`config.mk`:
```
export PLATFORM = sky130hd
export DESIGN_NAME = adsr_envelope_generator_flat
export DESIGN_NICKNAME = d
export VERILOG_FILES = /design/src/rtl/adsr_envelope_generator_if.sv /design/src/rtl/adsr_envelope_generator.sv /design/src/flat_wrapper.sv
export SDC_FILE = /design/constraint.sdc
export NUM_CORES = 1
export LEC_CHECK = 0
export ABC_AREA = 1
export BUFFER_PORTS_ARGS = -buffer_cell sky130_fd_sc_hd__buf_2
export CORE_UTILIZATION = 50
export DETAILED_ROUTE_END_ITERATION = 10
export PLACE_DENSITY = 0.75
export SYNTH_ARGS = -nofsm -noshare
export SYNTH_HDL_FRONTEND = slang
export SYNTH_SLANG_ARGS = --single-unit
export TNS_END_PERCENT = 100
```
`constraint.sdc`:
```
create_clock -name clock -period 3.9 [get_ports clock]
set_input_delay 0.78 -clock clock [delete_from_list [all_inputs] [get_ports clock]]
set_output_delay 0.78 -clock clock [all_outputs]
set_load 0.1 [all_outputs]
```
`src/rtl/adsr_envelope_generator_if.sv`:
```
// Note/parameter inputs and gain/status outputs of one ADSR voice envelope.
// The master side is the note/parameter decoder and the slave side is the envelope generator.
interface adsr_envelope_generator_if #(
    parameter int ENV_WIDTH   = 16,
    parameter int PARAM_WIDTH = 7
);
    logic                   sample_tick;
    logic                   note_on;
    logic                   note_off;
    logic [PARAM_WIDTH-1:0] attack;
    logic [PARAM_WIDTH-1:0] decay;
    logic [PARAM_WIDTH-1:0] sustain;
    logic [PARAM_WIDTH-1:0] release_rate;
    logic [ENV_WIDTH-1:0]   envelope;
    logic [2:0]             stage;
    logic                   active;
    logic                   done;

    modport master (
        output sample_tick, note_on, note_off, attack, decay, sustain, release_rate,
        input  envelope, stage, active, done
    );

    modport slave (
        input  sample_tick, note_on, note_off, attack, decay, sustain, release_rate,
        output envelope, stage, active, done
    );
endinterface

```
`src/rtl/adsr_envelope_generator.sv`:
```
// Linear per-voice ADSR envelope stepped by the audio sample strobe.
// Each step moves the envelope by 2^STEP_SHIFT and clamps it at the stage target.
module adsr_envelope_generator #(
    parameter int ENV_WIDTH   = 16,
    parameter int PARAM_WIDTH = 7,
    parameter int STEP_SHIFT  = 8
) (
    input  logic                       clock,
    input  logic                       reset_l,
    adsr_envelope_generator_if.slave   port
);
    typedef enum logic [2:0] {
        ST_IDLE    = 3'd0,
        ST_ATTACK  = 3'd1,
        ST_DECAY   = 3'd2,
        ST_SUSTAIN = 3'd3,
        ST_RELEASE = 3'd4
    } stage_t;

    localparam int SW = ENV_WIDTH + 2;
    localparam logic [ENV_WIDTH-1:0] ENV_MAX = '1;
    localparam logic signed [SW-1:0] STEP_S =
        {{(ENV_WIDTH + 1 - STEP_SHIFT){1'b0}}, 1'b1, {STEP_SHIFT{1'b0}}};

    // Saturating step helpers: widened signed math so the envelope never wraps.
    function automatic logic [ENV_WIDTH-1:0] sat_step_up(input logic [ENV_WIDTH-1:0] env);
        logic signed [SW-1:0] sum;
        sum = $signed({2'b00, env}) + STEP_S;
        if (sum > $signed({2'b00, ENV_MAX})) return ENV_MAX;
        return sum[ENV_WIDTH-1:0];
    endfunction

    function automatic logic [ENV_WIDTH-1:0] sat_step_down(input logic [ENV_WIDTH-1:0] env,
                                                           input logic [ENV_WIDTH-1:0] floor_lvl);
        logic signed [SW-1:0] diff;
        diff = $signed({2'b00, env}) - STEP_S;
        if (diff < $signed({2'b00, floor_lvl})) return floor_lvl;
        return diff[ENV_WIDTH-1:0];
    endfunction

    stage_t                 stage_q, stage_d;
    logic [ENV_WIDTH-1:0]   env_q, env_d;
    logic [PARAM_WIDTH-1:0] presc_q, presc_d;
    logic                   done_q, done_d;

    logic [ENV_WIDTH-1:0]   sus_level;
    logic [PARAM_WIDTH-1:0] rate;
    logic [PARAM_WIDTH:0]   presc_inc;
    logic                   fire;
    logic                   zero_rate;

    // Replicating the sustain bits spreads 0..127 evenly onto 0x0000..0xFFFF.
    assign sus_level = {port.sustain, port.sustain, port.sustain[PARAM_WIDTH-1 -: 2]};
    assign presc_inc = {1'b0, presc_q} + 1'b1;
    assign fire      = port.sample_tick && (presc_inc >= {1'b0, rate});
    assign zero_rate = (rate == '0);

    always_comb begin
        rate = '0;
        case (stage_q)
            ST_ATTACK:  rate = port.attack;
            ST_DECAY:   rate = port.decay;
            ST_RELEASE: rate = port.release_rate;
            default:    rate = '0;
        endcase
    end

    always_comb begin
        stage_d = stage_q;
        env_d   = env_q;
        presc_d = presc_q;
        done_d  = 1'b0;
        case (stage_q)
            ST_IDLE: env_d = '0;
            ST_ATTACK: begin
                if (port.sample_tick) presc_d = presc_inc[PARAM_WIDTH-1:0];
                if (fire) begin
                    presc_d = '0;
                    env_d   = zero_rate ? ENV_MAX : sat_step_up(env_q);
                    if (env_d == ENV_MAX) stage_d = ST_DECAY;
                end
            end
            ST_DECAY: begin
                if (port.sample_tick) presc_d = presc_inc[PARAM_WIDTH-1:0];
                if (port.sample_tick && env_q <= sus_level) begin
                    env_d   = sus_level;
                    stage_d = ST_SUSTAIN;
                end else if (fire) begin
                    presc_d = '0;
                    env_d   = zero_rate ? sus_level : sat_step_down(env_q, sus_level);
                    if (env_d == sus_level) stage_d = ST_SUSTAIN;
                end
            end
            ST_SUSTAIN: env_d = sus_level;
            ST_RELEASE: begin
                if (port.sample_tick) presc_d = presc_inc[PARAM_WIDTH-1:0];
                if (fire) begin
                    presc_d = '0;
                    env_d   = zero_rate ? '0 : sat_step_down(env_q, '0);
                    if (env_d == '0) begin
                        stage_d = ST_IDLE;
                        done_d  = 1'b1;
                    end
                end
            end
            default: begin
                stage_d = ST_IDLE;
                env_d   = '0;
            end
        endcase

        // Retrigger keeps the current level; note_on outranks note_off.
        if (port.note_on) begin
            stage_d = ST_ATTACK;
            presc_d = '0;
        end else if (port.note_off &&
                     (stage_q == ST_ATTACK || stage_q == ST_DECAY || stage_q == ST_SUSTAIN)) begin
            stage_d = ST_RELEASE;
        end
        if (stage_d != stage_q) presc_d = '0;
    end

    always_ff @(posedge clock or negedge reset_l) begin
        if (!reset_l) begin
            stage_q <= ST_IDLE;
            env_q   <= '0;
            presc_q <= '0;
            done_q  <= 1'b0;
        end else begin
            stage_q <= stage_d;
            env_q   <= env_d;
            presc_q <= presc_d;
            done_q  <= done_d;
        end
    end

    assign port.envelope = env_q;
    assign port.stage    = stage_q;
    assign port.active   = (stage_q != ST_IDLE);
    assign port.done     = done_q;
endmodule

```
`src/flat_wrapper.sv`:
```
// flat-port wrapper written by rule: the top's interface ports become plain ports
module adsr_envelope_generator_flat 
#(
    parameter int ENV_WIDTH   = 16,
    parameter int PARAM_WIDTH = 7,
    parameter int STEP_SHIFT  = 8
)
  (clock, reset_l, port_sample_tick, port_note_on, port_note_off, port_attack, port_decay, port_sustain, port_release_rate, port_envelope, port_stage, port_active, port_done);
  adsr_envelope_generator_if #(.ENV_WIDTH(ENV_WIDTH), .PARAM_WIDTH(PARAM_WIDTH)) port_i ();
  input  logic clock;
  input  logic reset_l;
  input wire logic [$bits(port_i.sample_tick)-1:0] port_sample_tick;
  input wire logic [$bits(port_i.note_on)-1:0] port_note_on;
  input wire logic [$bits(port_i.note_off)-1:0] port_note_off;
  input wire logic [$bits(port_i.attack)-1:0] port_attack;
  input wire logic [$bits(port_i.decay)-1:0] port_decay;
  input wire logic [$bits(port_i.sustain)-1:0] port_sustain;
  input wire logic [$bits(port_i.release_rate)-1:0] port_release_rate;
  output wire logic [$bits(port_i.envelope)-1:0] port_envelope;
  output wire logic [$bits(port_i.stage)-1:0] port_stage;
  output wire logic [$bits(port_i.active)-1:0] port_active;
  output wire logic [$bits(port_i.done)-1:0] port_done;
  assign port_i.sample_tick = port_sample_tick;
  assign port_i.note_on = port_note_on;
  assign port_i.note_off = port_note_off;
  assign port_i.attack = port_attack;
  assign port_i.decay = port_decay;
  assign port_i.sustain = port_sustain;
  assign port_i.release_rate = port_release_rate;
  assign port_envelope = port_i.envelope;
  assign port_stage = port_i.stage;
  assign port_active = port_i.active;
  assign port_done = port_i.done;
  adsr_envelope_generator #(.ENV_WIDTH(ENV_WIDTH), .PARAM_WIDTH(PARAM_WIDTH), .STEP_SHIFT(STEP_SHIFT)) u_core (.clock(clock), .reset_l(reset_l), .port(port_i));
endmodule
```
Yosys cells after proc, flatten, opt, wreduce, memory -nomap -nowiden
Index checks and enable logic that the tools add are counted.
- reduce and logical (&&, ||, !) cells: 13
- mux-type cells: 51
- shifts and indexed selects: 0
- bitwise operators: 0
- add/sub/neg operators: 3
- multiply operators: 0
- $lt $le $gt $ge: 5
- div/mod/pow operators: 0
- eq/ne operators: 10
- operators with widths (kind ; count):
    16-bit 2-to-1 mux ; 20
    16-bit one-hot mux with 4 select lines ; 1
    7-bit 2-to-1 mux ; 5
    3-bit 2-to-1 mux ; 9
    7-bit one-hot mux with 3 select lines ; 1
    18-bit by 17-bit > comparator with 1-bit output (second input constant) ; 1
    18-bit by 1-bit < comparator with 1-bit output (second input constant) ; 1
    18-bit by 17-bit < comparator with 1-bit output ; 1
    16-bit by 9-bit adder with 17-bit output (second input constant) ; 1
    16-bit by 9-bit subtractor with 17-bit output (second input constant) ; 1
    16-bit equality test ; 1
    16-bit equality test (second input constant) ; 1
    16-bit less-or-equal comparator ; 1
    16-bit logical NOT ; 1
    7-bit one-hot mux with 2 select lines ; 1
    1-bit 2-to-1 mux ; 13
    3-bit one-hot mux with 4 select lines ; 1
    7-bit by 1-bit adder with 8-bit output (second input constant) ; 1
    8-bit by 7-bit >= comparator with 1-bit output ; 1
    7-bit logical NOT ; 1
    3-bit by 2-bit equality test with 1-bit output (second input constant) ; 2
    2-bit by 1-bit != test with 1-bit output (second input constant) ; 2
    4-bit nonzero test ; 1
    2-bit OR reduction ; 2
    other kinds (9) ; 12
- bits in writable memories: 0
- bits in latches: 0
- output and inout port bits: 21
- register bits: 27
- bits of input ports: 33
- memories: 0
- logic and storage cells: 86
- memory bits (read-only): 0

Logic depth before layout (Yosys ltp)
- word-level depth: 21
- mapped depth: 32
- gate-level depth less buffers: 31

Worst setup path before layout
Ideal clock, no wire load.
- path type: reg2reg
- start point: register u_core.env_q[10] (netlist: u_core.port.envelope[10])
- end point: register u_core.presc_q[5]
- required time: 3828 ps
- library setup time: 72 ps
- arrival: 3970 ps
- stages on the path, launching flop included: 30
- setup slack: -142 ps
- path buffers: 2
- period minus slack after synthesis: 4042 ps
- cell sequence: dfrtp_1 -> clkbuf_1 -> nor3_1 -> nand3_1 -> nor3_1 -> xor2_1 -> ha_1 -> a21o_1 -> nor2_1 -> nand2_1 -> inv_1 -> nand3_1 -> nand2_1 -> buf_2 -> nor2_1 -> nand3_1 -> nand2_1 -> nor2_1 -> nand3_1 -> nor2_1 -> nand2_1 -> nand2_1 -> nand2_1 -> nand2_1 -> nand2_1 -> nand2_1 -> nand2_1 -> nand2_2 -> nand2_4 -> nor2_1
- word-level cells in the longest chain between the ends: 20
- elaborated cells on any way between the ends: 49
- those cells by class: add/sub (2); order compare (4); eq/ne (3); mux (37); reduce/logical (3)
- RTL lines (what ; line ; text):
    start: declaration ; adsr_envelope_generator.sv:42 ; logic [ENV_WIDTH-1:0] env_q, env_d;
    start signal: assignment ; adsr_envelope_generator.sv:131 ; env_q <= env_d;
    16-bit by 9-bit subtractor with 17-bit output ; adsr_envelope_generator.sv:36 ; diff = $signed({2'b00, env}) - STEP_S;
    18-bit by 17-bit < comparator with 1-bit output ; adsr_envelope_generator.sv:37 ; if (diff < $signed({2'b00, floor_lvl})) return floor_lvl;
    1-bit 2-to-1 mux ; adsr_envelope_generator.sv:37 ;
    1-bit 2-to-1 mux ; adsr_envelope_generator.sv:88 ; end else if (fire) begin
    1-bit 2-to-1 mux ; adsr_envelope_generator.sv:85 ; if (port.sample_tick && env_q <= sus_level) begin
    1-bit 2-to-1 mux ; adsr_envelope_generator.sv:73 ; case (stage_q)
    16-bit 2-to-1 mux ; adsr_envelope_generator.sv:38 ; return diff[ENV_WIDTH-1:0];
    16-bit 2-to-1 mux ; adsr_envelope_generator.sv:88 ;
    [... 5 more ...] ; - ;
    3-bit 2-to-1 mux ; adsr_envelope_generator.sv:88 ;
    3-bit 2-to-1 mux ; adsr_envelope_generator.sv:85 ;
    3-bit one-hot mux with 4 select lines (*) ; adsr_envelope_generator.sv:73 ;
    3-bit 2-to-1 mux (*) ; adsr_envelope_generator.sv:116 ; end else if (port.note_off &&
    3-bit 2-to-1 mux (*) ; adsr_envelope_generator.sv:113 ; if (port.note_on) begin
    net u_core.stage_d[0] ; adsr_envelope_generator.sv:41 ; stage_t stage_q, stage_d;
    3-bit != test (*) ; adsr_envelope_generator.sv:120 ; if (stage_d != stage_q) presc_d = '0;
    4-bit nonzero test (no source line) or 7-bit 2-to-1 mux (tied branches) ; - ;
    end signal: assignment ; adsr_envelope_generator.sv:132 ; presc_q <= presc_d;
    end: declaration ; adsr_envelope_generator.sv:43 ; logic [PARAM_WIDTH-1:0] presc_q, presc_d;
The timed path passes the listed nets; every way through them passes the cells marked *. The select of a mux whose other input is x is not followed.
A chain may end at the register's enable or synchronous reset.

Worst setup path in the final report
Ends and elaborated chain as after synthesis.

==> results.py <==
metrics = {
    "sta": {
        "slew_headroom_pct": 55.1,
        "slew_violations": 0,
        "worst_pin_slew_ns": 0.673,
        "finalCritPeriodShare_pct": 95.0,
        "min_period_ns": 3.70,
        "skew_ns": 0.00691,
        "worst_hold_slack_ns": 0.520,
        "fmax_mhz": 270,
        "hold_viol_final": 0,
        "finalSetupViolCount": 0,
    },
    "outcome": {
        "status": "finished, final reports clean",
    },
    "floorplanning": {
        "core_um2": 7370,
        "die_h_um": 90.1,
        "die_w_um": 90.1,
        "ios": 54,
        "initial_core_util_pct": 52.7,
        "die_area_um2": 8130,
        "num_rows": 31,
    },
    "layout": {
        "final_core_util_pct": 62.1,
        "layout_commonest_cell": "nand2_1",
        "antenna_cells": 0,
        "instances_no_fill": 825,
        "final_area_um2": 4580,
        "nets": 794,
        "layout_common_cells": "nand2_1, inv_1, nor2_1",
        "multi_input_area_um2": 2860,
        "seq_area_um2": 679,
        "fillers": 729,
        "layout-drive-gt1-share_pct": 19.6,
        "area_growth_pct": 17.8,
    },
    "worst_hold_path": {
        "hp-class": "in2async",
    },
    "grt": {
        "antenna_found_initial": 0,
        "grt_first_pass_wirelength_um": 21400,
        "use_met3_pct": 3.72,
        "busiest_layer": "met2",
        "grtUsageMet2_pct": 53.9,
        "track_usage_pct": 32.6,
        "overflow": 0,
        "grt_max_degree": 29,
        "met1_usage_pct": 42.3,
        "grt_pass1_vias": 4323,
    },
    "flow_run": {
        "maxCapViolations": 0,
    },
    "placed_design": {
        "dp_cells": 813,
        "post_dp_cell_area_um2": 4350,
        "hpwlAfterDp_um": 10500,
        "gp_congestion": 1.07,
        "portBuffers": 53,
    },
    "worst_setup_path": {
        "slowest_delay_ns": 0.45,
        "cp-start-kind": "flip-flop",
        "cpMostUsedCell": "nand2_1",
        "crit_arrival_ns": 3.89,
        "reg2reg_to": "u_core.presc_q[5]",
        "critPathMaxFanout": 8,
        "reg2reg_from": "u_core.port.envelope[10]",
        "critPathSlowestCell": "dfrtp_2",
        "endpoint_kind": "flip-flop",
        "ff2ff_setup_slack_ns": 0.20,
        "critPathKind": "reg2reg",
        "required_ns": 4.09,
        "reg2regPathDepth": 30,
    },
    "clock_tree": {
        "clockBufferDepth": 2,
        "path_clk_slew_ns": 0.11,
        "worstSkewPairLatency_ns": 0.28,
        "tritoncts": "built",
        "cts_htree_levels": 1,
        "clock-sinks": 27,
        "root_buffer": "clkbuf_8",
        "holdBufCountCts": 0,
        "cts_buffers": 3,
    },
    "synthesis": {
        "synth-seq-cells": 27,
        "syn_nets": 725,
        "synth_simple_gate_area_share_pct": 40.5,
        "synthMuxAreaShare_pct": 0.548,
        "synth.avg_cell_area_um2": 5.90,
        "synth_top_flop_cell": "dfrtp_1",
        "ys.warnings.count": 0,
        "ys_types": 42,
        "synth_compound_area_share_pct": 15.8,
        "ys_seq_area_share_pct": 17.4,
        "synth-xor-area-share_pct": 2.93,
        "synthCells": 658,
        "postSynth.asyncResetShare_pct": 100,
        "synth_area_um2": 3880,
        "synth_top_family_by_area": "simple AND/OR/NAND/NOR gates",
        "synth_fa_ha_area_share_pct": 11.0,
        "synth_edf_count": 0,
    },
    "detailed_routing": {
        "drtAntennaViolNets": 0,
        "vias": 4819,
        "dr.pass1.iters": 7,
        "drtIter0Drc": 569,
        "drcViolationCount": 0,
        "totalWireLength_um": 13800,
        "via_per_inst": 5.84,
        "wl_per_cell_um": 16.7,
    },
    "pwr": {
        "peakVddDrop_mv": 0.458,
        "leakagePower_nw": 2.53,
        "power.density_nw_per_um2": 951,
    },
}
-- per-layer routing --
layer  part of all wire [%]  vias up
li1                       -     2306
met4                    4.1        0
met5                      0        -
met1                     39     2152
met3                    9.6       61
met2                     47      300
-- worst max path at each step --
| stage | start | to | slack, ns | cells after the start |
|---|---|---|---|---|
| global placement | u_core.port.envelope[8] | u_core.presc_q[5] | 0.24 | 28 |
| floorplan | u_core.port.envelope[11] | u_core.presc_q[5] | 0.05 | 28 |
| CTS | u_core.port.envelope[8] | u_core.presc_q[5] | 0.02 | 29 |
| global route | u_core.port.envelope[9] | u_core.presc_q[5] | -0.07 | 28 |
| detailed placement | u_core.port.envelope[8] | u_core.presc_q[5] | 0.05 | 29 |
| finish | u_core.port.envelope[10] | u_core.presc_q[5] | 0.20 | 30 |
-- what timing repair did --
item,CTS,global route
setup endpoints to repair,0,8
resized for setup,0,34
buffers inserted,0,7
-- worst max-delay path: cells and delay by family, from the launching register on --
kind	cells	cell delay (ns)
DFF	1	0.45
xor gates and xnor gates	1	0.20
and+or+nand+nor	24	2.14
buffers and inverters	4	0.51
adders and majority gates	1	0.29
-- Yosys cell counts (2+ instances only) --
cell type  number  area share, %
nand2_1       185             18
inv_1          88            8.5
nor2_1         78            7.5
o21ai_0        47            6.1
nand3_1        42            5.4
ha_1           34             11
nand4_1        29            4.7
dfrtp_1        27             17
a21oi_1        17            2.2
clkbuf_1       12            1.2
xor2_1         12            2.7
nor2_2         11            1.8
nor3_1         10            1.3
inv_2           7           0.68
o311ai_0        6            1.4
nand2_2         5           0.81
a41oi_1         4           0.90
buf_2           4           0.52
o2111ai_1       4           0.90
o31ai_1         4           0.77
a21o_1          3           0.58
o21ai_1         3           0.39
buf_4           2           0.39
buf_6           2           0.58
o211ai_1        2           0.39
o21bai_1        2           0.39
o221ai_1        2           0.45
o41ai_1         2           0.45
-- logic make-up after synthesis --
logic type | count (synthesis)
multiplexers | 2
AND/OR/NAND/NOR | 365
adder cells (fa/ha/maj) | 34
buffers and inverters | 116
AO/OA/AOI/OAI | 101
XOR/XNOR | 13
flip-flops | 27
-- through the flow --
step	setup slack [ns]	power (mW)	TNS, ns
floorplan	0.0454	2.87	0
global placement	0.242	3.67	0
detailed placement	0.0505	3.70	0
CTS	0.0243	3.89	0
global route	-0.0657	4.68	-0.235
finish	0.196	4.35	0
-- power by group --
| group | total, mW | switching (mW) | internal, mW |
|---|---|---|---|
| Combinational | 3.67 | 2.52 | 1.15 |
| Sequential | 0.510 | 0.152 | 0.357 |
| Clock | 0.175 | 0.101 | 0.0736 |
-- flip-flops by register name, indices dropped and copies added (netlist names) --
name	cells
u_core.port.envelope	16
u_core.presc_q	7
u_core.port.stage	3
u_core.port.done	1
-- layout make-up --
class | count | area share, %
timing repair buffer | 84 | 11.1
sequential | 27 | 14.8
inverter | 96 | 7.93
clock buffer | 4 | 0.984
multi-input combinational | 515 | 62.5
tap | 99 | 2.71
(Power assumes the default switching activity.)
